### src/rtl/clock_set_sequencer.sv
// Front-panel time-setting sequencer for clock_control: mode stepping, press/auto-repeat strobes,
// inactivity timeout and blink flag. Auto-repeat is built only when SET_AUTO_REPEAT_EN is defined.
module clock_set_sequencer #(
  parameter int unsigned REPEAT_DELAY = 500,
  parameter int unsigned REPEAT_RATE  = 100,
  parameter int unsigned TIMEOUT      = 10000,
  parameter int unsigned BLINK_HALF   = 250
) (
  input  logic       i_clk,
  input  logic       i_reset,
  input  logic       i_tick,
  input  logic       i_btn_mode,
  input  logic       i_btn_up,
  input  logic       i_btn_down,
  output logic       o_wr,
  output logic [1:0] o_sel,
  output logic       o_inc_pulse,
  output logic       o_dec_pulse,
  output logic       o_blink
);

  localparam int unsigned CNT_W = 16;

  localparam logic [2:0] ST_RUN  = 3'd0;
  localparam logic [2:0] ST_SET0 = 3'd1;
  localparam logic [2:0] ST_SET1 = 3'd2;
  localparam logic [2:0] ST_SET2 = 3'd3;
  localparam logic [2:0] ST_SET3 = 3'd4;

  localparam logic [CNT_W-1:0] TMO_LAST   = CNT_W'(TIMEOUT - 1);
  localparam logic [CNT_W-1:0] BLINK_LAST = CNT_W'(BLINK_HALF - 1);

  logic [2:0]       state_q, state_d;
  logic             up_q, dn_q;
  logic [CNT_W-1:0] tmo_cnt_q, tmo_cnt_d;
  logic [CNT_W-1:0] blink_cnt_q, blink_cnt_d;
  logic             blink_d, inc_d, dec_d, wr_d;
  logic [1:0]       sel_d;

  logic in_set, any_btn, both_btn, press_up, press_dn, tmo_hit, state_chg;

  assign in_set    = (state_q != ST_RUN);
  assign any_btn   = i_btn_up | i_btn_down;
  assign both_btn  = i_btn_up & i_btn_down;
  assign press_up  = i_btn_up & ~up_q;
  assign press_dn  = i_btn_down & ~dn_q;
  assign tmo_hit   = in_set & i_tick & ~any_btn & (tmo_cnt_q == TMO_LAST);
  assign state_chg = i_btn_mode | tmo_hit;

`ifdef SET_AUTO_REPEAT_EN
  localparam logic [CNT_W-1:0] DELAY_LAST = CNT_W'(REPEAT_DELAY - 1);
  localparam logic [CNT_W-1:0] RATE_LAST  = CNT_W'(REPEAT_RATE - 1);

  // The act flags mark the single button whose press is still being honoured for repeat.
  logic             up_act_q, up_act_d, dn_act_q, dn_act_d;
  logic             rep_fast_q, rep_fast_d;
  logic [CNT_W-1:0] rep_cnt_q, rep_cnt_d;
  logic [CNT_W-1:0] rep_last;

  assign rep_last = rep_fast_q ? RATE_LAST : DELAY_LAST;
`endif

  always_comb begin
    state_d     = state_q;
    tmo_cnt_d   = tmo_cnt_q;
    blink_cnt_d = blink_cnt_q;
    blink_d     = o_blink;
    inc_d       = 1'b0;
    dec_d       = 1'b0;
    wr_d        = 1'b0;
    sel_d       = 2'd0;
`ifdef SET_AUTO_REPEAT_EN
    up_act_d    = up_act_q;
    dn_act_d    = dn_act_q;
    rep_fast_d  = rep_fast_q;
    rep_cnt_d   = rep_cnt_q;
`endif

    case (state_q)
      ST_RUN:  if (i_btn_mode) state_d = ST_SET0;
      ST_SET0: if (i_btn_mode) state_d = ST_SET1; else if (tmo_hit) state_d = ST_RUN;
      ST_SET1: if (i_btn_mode) state_d = ST_SET2; else if (tmo_hit) state_d = ST_RUN;
      ST_SET2: if (i_btn_mode) state_d = ST_SET3; else if (tmo_hit) state_d = ST_RUN;
      ST_SET3: if (state_chg) state_d = ST_RUN;
      default: state_d = ST_RUN;
    endcase

    // Any state change (or sitting in RUN) discards presses and restarts every count.
    if (!in_set || state_chg) begin
      tmo_cnt_d   = '0;
      blink_cnt_d = '0;
      blink_d     = 1'b0;
`ifdef SET_AUTO_REPEAT_EN
      up_act_d    = 1'b0;
      dn_act_d    = 1'b0;
      rep_fast_d  = 1'b0;
      rep_cnt_d   = '0;
`endif
    end else begin
      if (i_tick) tmo_cnt_d = any_btn ? '0 : tmo_cnt_q + CNT_W'(1);

      if (any_btn) begin
        blink_cnt_d = '0;
        blink_d     = 1'b0;
      end else if (i_tick) begin
        if (blink_cnt_q == BLINK_LAST) begin
          blink_cnt_d = '0;
          blink_d     = ~o_blink;
        end else begin
          blink_cnt_d = blink_cnt_q + CNT_W'(1);
        end
      end

      inc_d = press_up & ~i_btn_down;
      dec_d = press_dn & ~i_btn_up;

`ifdef SET_AUTO_REPEAT_EN
      if (both_btn) begin
        up_act_d   = 1'b0;
        dn_act_d   = 1'b0;
        rep_fast_d = 1'b0;
        rep_cnt_d  = '0;
      end else if (inc_d | dec_d) begin
        up_act_d   = inc_d;
        dn_act_d   = dec_d;
        rep_fast_d = 1'b0;
        rep_cnt_d  = '0;
      end else if ((up_act_q & i_btn_up) | (dn_act_q & i_btn_down)) begin
        if (i_tick) begin
          if (rep_cnt_q == rep_last) begin
            rep_cnt_d  = '0;
            rep_fast_d = 1'b1;
            inc_d      = up_act_q;
            dec_d      = dn_act_q;
          end else begin
            rep_cnt_d = rep_cnt_q + CNT_W'(1);
          end
        end
      end else begin
        up_act_d   = 1'b0;
        dn_act_d   = 1'b0;
        rep_fast_d = 1'b0;
        rep_cnt_d  = '0;
      end
`else
      if (both_btn) begin
        inc_d = 1'b0;
        dec_d = 1'b0;
      end
`endif
    end

    case (state_d)
      ST_SET0: begin wr_d = 1'b1; sel_d = 2'd0; end
      ST_SET1: begin wr_d = 1'b1; sel_d = 2'd1; end
      ST_SET2: begin wr_d = 1'b1; sel_d = 2'd2; end
      ST_SET3: begin wr_d = 1'b1; sel_d = 2'd3; end
      default: begin wr_d = 1'b0; sel_d = 2'd0; end
    endcase
  end

  always_ff @(posedge i_clk or posedge i_reset) begin
    if (i_reset) begin
      state_q     <= ST_RUN;
      up_q        <= 1'b0;
      dn_q        <= 1'b0;
      tmo_cnt_q   <= '0;
      blink_cnt_q <= '0;
      o_wr        <= 1'b0;
      o_sel       <= 2'd0;
      o_inc_pulse <= 1'b0;
      o_dec_pulse <= 1'b0;
      o_blink     <= 1'b0;
`ifdef SET_AUTO_REPEAT_EN
      up_act_q    <= 1'b0;
      dn_act_q    <= 1'b0;
      rep_fast_q  <= 1'b0;
      rep_cnt_q   <= '0;
`endif
    end else begin
      state_q     <= state_d;
      up_q        <= i_btn_up;
      dn_q        <= i_btn_down;
      tmo_cnt_q   <= tmo_cnt_d;
      blink_cnt_q <= blink_cnt_d;
      o_wr        <= wr_d;
      o_sel       <= sel_d;
      o_inc_pulse <= inc_d;
      o_dec_pulse <= dec_d;
      o_blink     <= blink_d;
`ifdef SET_AUTO_REPEAT_EN
      up_act_q    <= up_act_d;
      dn_act_q    <= dn_act_d;
      rep_fast_q  <= rep_fast_d;
      rep_cnt_q   <= rep_cnt_d;
`endif
    end
  end

endmodule
### config.mk
export PLATFORM = sky130hd
export DESIGN_NAME = clock_set_sequencer
export DESIGN_NICKNAME = d
export VERILOG_FILES = /design/src/rtl/clock_set_sequencer.sv
export SDC_FILE = /design/constraint.sdc
export NUM_CORES = 1
export LEC_CHECK = 0
export ABC_AREA = 1
export CORE_MARGIN = 4
export CORE_UTILIZATION = 45
export DETAILED_ROUTE_END_ITERATION = 8
export SLEW_MARGIN = 20
export SYNTH_ARGS = -nofsm -noshare
export SYNTH_HDL_FRONTEND = slang
export SYNTH_SLANG_ARGS = --single-unit
export TNS_END_PERCENT = 30
### constraint.sdc
create_clock -name i_clk -period 3.95 [get_ports i_clk]
set_input_delay 0.5925 -clock i_clk [delete_from_list [all_inputs] [get_ports i_clk]]
set_output_delay 0.5925 -clock i_clk [all_outputs]
set_load 0.05 [all_outputs]
After elaboration in Yosys (flattened, before gate mapping)
Cells that the tools add are included.
Word-level totals
  output and inout port bits: 6
  input bits: 6
  bits in registers: 43
Cells by class
  eq/ne operators: 10
  bitwise operators: 16
  add/sub/neg operators: 2
  multiplexer cells: 24
  reductions and logical operators: 9
Operators by type and width (number)
  16-bit two-way mux: 7
  16-bit by 1-bit adder with 16-bit output, second input constant: 2
  3-bit two-way mux: 6
  16-bit by 14-bit equality test with 1-bit output, second input constant: 1
  16-bit by 8-bit equality test with 1-bit output, second input constant: 1
  3-bit one-hot mux with 5 select lines: 1
  3-bit by 2-bit equality test with 1-bit output, second input constant: 4
  1-bit two-way mux: 9
  3-bit nonzero test: 3
  1-bit AND: 8
  3-bit by 1-bit equality test with 1-bit output, second input constant: 2
  3-bit equality test, second input constant: 2
  1-bit NOT: 6
  2-bit one-hot mux with 3 select lines: 1
  4-bit OR reduction: 1
  3-bit zero test: 1
  1-bit bitwise OR: 2
  2-bit AND reduction: 1
  2-bit nonzero test: 1
  1-bit zero test: 1
  1-bit logical OR: 1

Depth between registers and ports, before layout
Gate-level depths: netlist of run 1.
  word-level depth: 10
  gate-level depth with buffers: 11
  mapped depth without buffers: 11

Worst setup path after synthesis of run 1
OpenSTA, ideal clock, no wires.
  kind: input to register
  start: in i_btn_down
  end: reg blink_cnt_q[10]
  setup slack: 2.368 ns
  cell stages on the path: 8
  arrival: 1.459 ns
  cells stage by stage: nor2_4 > nand2_1 > nor2_1 > nand3_2 > nand3_4 > nor2_4 > a21oi_4 > nor2_1
Between the ends
  longest elaborated chain between the ends: 7
RTL lines
  start, declared: RTL line 14  | input logic i_btn_down,
  1-bit bitwise OR (*): RTL line 43  | assign any_btn = i_btn_up | i_btn_down;
  1-bit NOT: RTL line 47  | assign tmo_hit = in_set & i_tick & ~any_btn & (tmo_cnt_q == TMO_LAST);
  1-bit AND (2 in a row): RTL line 47
  1-bit bitwise OR: RTL line 48  | assign state_chg = i_btn_mode | tmo_hit;
  1-bit logical OR: RTL line 89  | if (!in_set || state_chg) begin
  3-bit nonzero test (no line) or 16-bit two-way mux (tied branches)
  end signal, assigned: RTL line 185  | blink_cnt_q <= blink_cnt_d;
  end, declared: RTL line 36  | logic [CNT_W-1:0] blink_cnt_q, blink_cnt_d;
Every way passes the cells marked *; elsewhere a longest branch is shown, timed or not.
A chain may end at the register's enable or synchronous reset.

Worst setup path in the final report of run 1
  start: in i_tick
  end: reg blink_cnt_q[0]
Between the ends
  longest elaborated chain between the ends: 6
RTL lines
  start, declared: RTL line 11  | input logic i_tick,
  1-bit AND (3 in a row): RTL line 47
  1-bit bitwise OR: RTL line 48
  1-bit logical OR: RTL line 89
  3-bit nonzero test (no line) or 16-bit two-way mux (tied branches)
Several ways; a longest one is shown, not always the timed one.

==> metrics.txt, run 1 <==
post-synthesis simple-gate area fraction 0.363; CP endpoint kind register; Psw 392 uW; Setup Buffers After CTS 0; Setup Crit Path Kind in -> reg; peak supply drop 0.306 mV; power share of the combinational group 0.256; required time worst endpoint 4180 ps; Post-Synth Adder-Cell Area 0.0148; Filler Cell Count 554; final wirelength 5.11 mm; CP startpoint kind primary input; largest net degree at the start of global routing 44; Vias/cell 4.87; gr usage total 0.166; Routed Antenna Nets 0; vias in the first global route 2107; dpl hpwl 3.73 mm; Avg Inst Size Synth 7.62 um2; Synth Area in Compound Gates 0.0710; Root Buffer clkbuf_8; clock skew 12.3 ps; CTS Buf Count 5; Total Neg Setup Slack 0 ps; GRT overflow 0; total power 1.16 mW; Max clock buf depth 2; Sw Share 0.337; max_cap viols 0; Placed Area 2720 um2; Ys Warns 0; num rows 27; largest family of logic cells by synthesized area simple AND/OR/NAND/NOR gates; core area 5470 um2; achievable clock frequency 468 MHz; CTS sink count 43; # setup viols final 0; nets@finish 358; #FFs+latches synth 43; internal power 769 uW; Starting Density 0.464; clock power share 0.317; Yosys cell types 37; LEAKAGE 1.27 nW; WL per Instance 12.1 um; CTS tree done; first-pass iteration count of the detailed router 4; full die area 6910 um2; Vias 2055; Iteration-0 DRC Markers 99; register area 1080 um2; Post-Syn Instances 333; HP Class reg -> reg; die height 83.1 um; RSZ-0062 raised after global routing no; layout cell share with drive strength beyond 1 0.0829; number of diodes 0; htree depth 2; global-route wire length before repair 9.59 mm; cts hold-fix bufs 0; mux contribution to synthesized area 0; io pins 12; Area growth syn-to-layout 12.0%; XOR/XNOR Fraction of Synth Area 0.0552; Slew @ Worst Pin 539 ps; Power Density 408 nW/um2; Finished Cell Area 2840 um2; crit path DAT 2360 ps; normalized max-slew margin 0.640; multi-input logic area 1280 um2; Seq/Total Area, Yosys 0.424; Die Wd 83.1 um; most frequent cells in the layout nand2_1 (80), nor2_1 (51), dfrtp_1 (43); Hold Fails Final Rpt 0; Clock Pin Slew Worst Setup and Hold Paths 90 ps; status complete, no violations; fin. max-slew vios 0; detailed-route DRC error count 0; final worst-path cycle share 0.541; GP Congestion 0.787; Mapped Area 2540 um2; port bufs 11; post-CTS sizing 0; Min Clock Period, post-route 2140 ps; crit-path max FO 22; clock latency on the worst-skew pair 300 ps; commonest non-fill, non-tap cell in the layout nand2_1; net count after synthesis 342; initial antenna violation count 0; Reg power frac 0.426
==> per-layer routing <==
metal,wire [um],global-route usage,up-vias,share of wire
met1,2470,0.214,927,0.48
met3,113,0.0298,7,0.022
met5,0,0,-,0
met2,2430,0.276,19,0.48
met4,94,0.0639,0,0.018
li1,-,-,1102,-
==> Yosys cell counts, drive strengths merged <==
library cell / n / area (um2)
and3: 1 / 6.26
dfrtp: 43 / 1080
nand2: 83 / 329
clkinv: 1 / 3.75
nand3: 33 / 198
nor3: 10 / 66.3
inv: 41 / 156
o2111ai: 1 / 8.76
xnor2: 1 / 8.76
o211ai: 1 / 7.51
nand3b: 2 / 15.0
o21ai: 17 / 85.1
buf: 3 / 23.8
nand4: 9 / 56.3
o21bai: 1 / 7.51
ha: 3 / 37.5
a21oi: 9 / 63.8
nor2: 55 / 231
nor4: 2 / 12.5
xor2: 15 / 131
o21a: 1 / 7.51
or2: 1 / 6.26
==> kinds of logic after synthesis <==
logic type / after synthesis
compound gates: 30
simple gates: 196
fa+ha+maj: 3
buf+inv: 45
xor+xnor: 16
flops: 43
==> state kept, by name, indices dropped and copies added, names as in the netlist <==
name	count
blink_cnt_q	16
dn_q	1
o_blink	1
o_dec_pulse	1
o_inc_pulse	1
o_sel	2
o_wr	1
state_q	3
tmo_cnt_q	16
up_q	1
==> final timing paths <==
| check | start | end | slack, ps | depth (start not counted) |
|---|---|---|---|---|
| min reg2reg | up_q$_DFF_PP0_ | o_inc_pulse$_DFF_PP0_ | 400 | 1 |
| max | i_tick | blink_cnt_q[0]$_DFFE_PP0P_ | 1810 | 8 |
| min | up_q$_DFF_PP0_ | o_inc_pulse$_DFF_PP0_ | 400 | 1 |
| min in group asynchronous | i_reset | o_sel[1]$_DFF_PP0_ | 710 | 3 |
| max reg2reg | state_q[0]$_DFF_PP0_ | blink_cnt_q[0]$_DFFE_PP0P_ | 2120 | 8 |
| max in group asynchronous | i_reset | blink_cnt_q[8]$_DFFE_PP0P_ | 2850 | 3 |
==> stage by stage <==
stage / setup WS (ps) / hold slack [ps] / util / std cells
after detailed placement: 1490 / 400 / 0.497 / 414
after global routing: 1610 / 416 / 0.520 / 422
final: 1810 / 397 / 0.520 / 422
after global placement: 1490 / 391 / 0.497 / 414
after CTS: 1800 / 406 / 0.520 / 422
after floorplan: 2350 / 385 / - / 333
==> worst max-delay path, cell delays in order <==
cell	delay (ps)
clkdlybuf4s50_1	610
inv_1	120
nand3_2	220
inv_4	100
nand2_4	220
inv_2	140
or2_1	220
o21ai_1	130
==> cell type report <==
| type | count | area share |
|---|---|---|
| timing repair buffer | 12 | 0.0414 |
| sequential | 43 | 0.378 |
| clock inverter | 2 | 0.0136 |
| tap | 72 | 0.0317 |
| clock buffer | 6 | 0.0290 |
| inverter | 42 | 0.0563 |
| multi-input combinational | 245 | 0.450 |
==> power by group through the flow <==
| stage | registers (mW) | clock network (mW) | logic, mW |
|---|---|---|---|
| floorplan | 0.548 | 0 | 0.181 |
| global placement | 0.504 | 0 | 0.298 |
| detailed placement | 0.504 | 0 | 0.301 |
| CTS | 0.495 | 0.381 | 0.303 |
| global route | 0.501 | 0.404 | 0.337 |
| finish | 0.495 | 0.368 | 0.298 |
(Power assumes the default switching activity.)
==> run 2, diff against run 1 <==
==> constraint.sdc (replaced) <==
create_clock -name i_clk -period 2.2 [get_ports i_clk]
set_input_delay 0.33 -clock i_clk [delete_from_list [all_inputs] [get_ports i_clk]]
set_output_delay 0.33 -clock i_clk [all_outputs]
set_load 0.05 [all_outputs]
==> metrics.txt, run 2 (synthesized netlist as in run 1, its figures left out) <==
status complete, no violations; clock latency on the worst-skew pair 290 ps (about the same); number of diodes 0 (unchanged); clock power share 0.254 (-0.063); detailed-route DRC error count 0 (unchanged); htree depth 2 (unchanged); CTS sink count 43 (unchanged); global-route wire length before repair 9.24 mm (-3.7%); CP delay by family, top buffers and inverters; Min Clock Period, post-route 1830 ps; vias in the first global route 2021 (-4.1%); RSZ-0062 raised after global routing no; top flop regs blink_cnt_q (16), tmo_cnt_q (16), state_q (3); num rows 27 (unchanged); Reg power frac 0.461 (+0.035); core area 5470 um2 (unchanged); Hold WS 404 ps (+7.25 ps); Hold Crit Start up_q$_DFF_PP0_; initial antenna violation count 0 (unchanged); R2R Path Start tmo_cnt_q[0]$_DFFE_PP0P_; LEAKAGE 1.28 nW (+0.27%); cts hold-fix bufs 0 (unchanged); max_cap viols 0 (unchanged); Sw Share 0.358 (+0.0210); Routed Antenna Nets 0 (unchanged); CP startpoint kind register; achievable clock frequency 547 MHz; port bufs 11 (unchanged); Starting Density 0.464 (unchanged); CTS Buf Count 5 (unchanged); clock skew 2.83 ps (-9.43 ps); crit-path max FO 3 (-86%); internal power 1.24 mW (+61%); Die Wd 83.1 um (unchanged); crit-path cells clkdlybuf4s50_1; crit path launch o_blink$_DFFE_PP0P_; power share of the combinational group 0.285 (+0.029); non-filler cells, final 427 (+1.2%); final wirelength 5.26 mm (+2.9%); Max clock buf depth 2 (unchanged); GP Congestion 0.830 (+5.5%); Buf/Inv on CP 1 (-3); Setup Crit Path Kind reg -> out; most frequent cells in the layout nand2_1 (80), nor2_1 (51), dfrtp_1 (43); io pins 12 (unchanged); GRT overflow 0 (unchanged); crit path DAT 1500 ps (-860 ps); final worst-path cycle share 0.831; Vias 2108 (+2.6%); peak supply drop 0.373 mV (+22%); Vias/cell 4.94 (+1.4%); met2 Usage GRT 0.265 (-0.0117); CP endpoint kind output pin; Area growth syn-to-layout 11.9% (about the same); commonest non-fill, non-tap cell in the layout nand2_1; Root Buffer clkbuf_8; HP Class reg -> reg; Psw 693 uW (+77%); Setup Buffers After CTS 0 (unchanged); WL per Instance 12.3 um (+1.7%); Inst Count DP 419 (+1.2%); GR Layer Usage met3 0.0327 (+0.00298); normalized max-slew margin 0.634 (-0.00594); post-CTS sizing 0 (unchanged); Power Density 681 nW/um2 (+67%); Hold Fails Final Rpt 0 (unchanged); Filler Cell Count 546 (-1.4%); dpl hpwl 3.84 mm (+2.9%); Total Neg Setup Slack 0 ps (unchanged); full die area 6910 um2 (unchanged); die height 83.1 um (unchanged); Slew @ Worst Pin 548 ps (+8.91 ps); Iteration-0 DRC Markers 100 (+1.0%); fin. max-slew vios 0 (unchanged); required time worst endpoint 1870 ps (-2310 ps); CTS tree done; nets@finish 363 (+1.4%); # setup viols final 0 (unchanged); first-pass iteration count of the detailed router 4 (unchanged); layout cell share with drive strength beyond 1 0.0901 (+0.00728); Clock Pin Slew Worst Setup and Hold Paths 80 ps (about the same); Largest stage delay, worst path 820 ps (+210 ps); GR Layer Usage met1 0.210 (-0.00454); Worst path slowest cell clkdlybuf4s50_1; GR peak layer met2; largest net degree at the start of global routing 44 (unchanged); gr usage total 0.159 (-0.00710)
==> run 2: changes by cell type in the layout (fill, tap and decap cells not counted), sizes merged <==
cell	change
clkinv	+1
bufinv	-1
buf	+5
clkbuf	+1
inv	-1
==> run 2: worst paths after layout <==
| kind | cells past startpoint | to | slack, ps |
|---|---|---|---|
| max | 1 | o_blink | 370 |
| min | 1 | o_inc_pulse$_DFF_PP0_ | 400 |
| max reg2reg | 8 | tmo_cnt_q[9]$_DFFE_PP0P_ | 470 |
| min reg2reg | 1 | o_inc_pulse$_DFF_PP0_ | 400 |
| max in group asynchronous | 3 | blink_cnt_q[8]$_DFFE_PP0P_ | 1350 |
| min in group asynchronous | 3 | o_inc_pulse$_DFF_PP0_ | 470 |
==> run 2: metrics by stage <==
stage / util / total power [mW] / area (um2) / setup WS [ps]
2_1_floorplan: - / 1.31 / 2540 / 759
3_3_place_gp: 0.504 / 1.46 / 2760 / 271
3_5_place_dp: 0.504 / 1.46 / 2760 / 247
4_1_cts: 0.519 / 1.95 / 2840 / 353
5_1_grt: 0.519 / 2.05 / 2840 / 317
6_report: 0.519 / 1.93 / 2840 / 371
==> run 2: routing by layer <==
layer	up-vias	wire length, um
met5	-	0
met4	0	55
met3	9	147
met2	25	2520
met1	968	2530
li1	1106	-
==> run 2: area by class of cell <==
type / count / area (um2) / share of cell area
sequential: 43 / 1080 / 0.379
multi-input combinational: 245 / 1280 / 0.450
timing repair buffer: 17 / 155 / 0.0546
clock buffer: 7 / 76.3 / 0.0269
clock inverter: 1 / 5.00 / 0.00176
tap: 72 / 90.1 / 0.0317
inverter: 42 / 160 / 0.0564
==> run 2: power by group through the flow <==
| stage | clock [mW] | sequential (mW) | combinational, mW |
|---|---|---|---|
| 2_1_floorplan | 0 | 0.983 | 0.326 |
| 3_3_place_gp | 0 | 0.906 | 0.555 |
| 3_5_place_dp | 0 | 0.905 | 0.558 |
| 4_1_cts | 0.502 | 0.891 | 0.560 |
| 5_1_grt | 0.545 | 0.898 | 0.610 |
| 6_report | 0.492 | 0.891 | 0.551 |
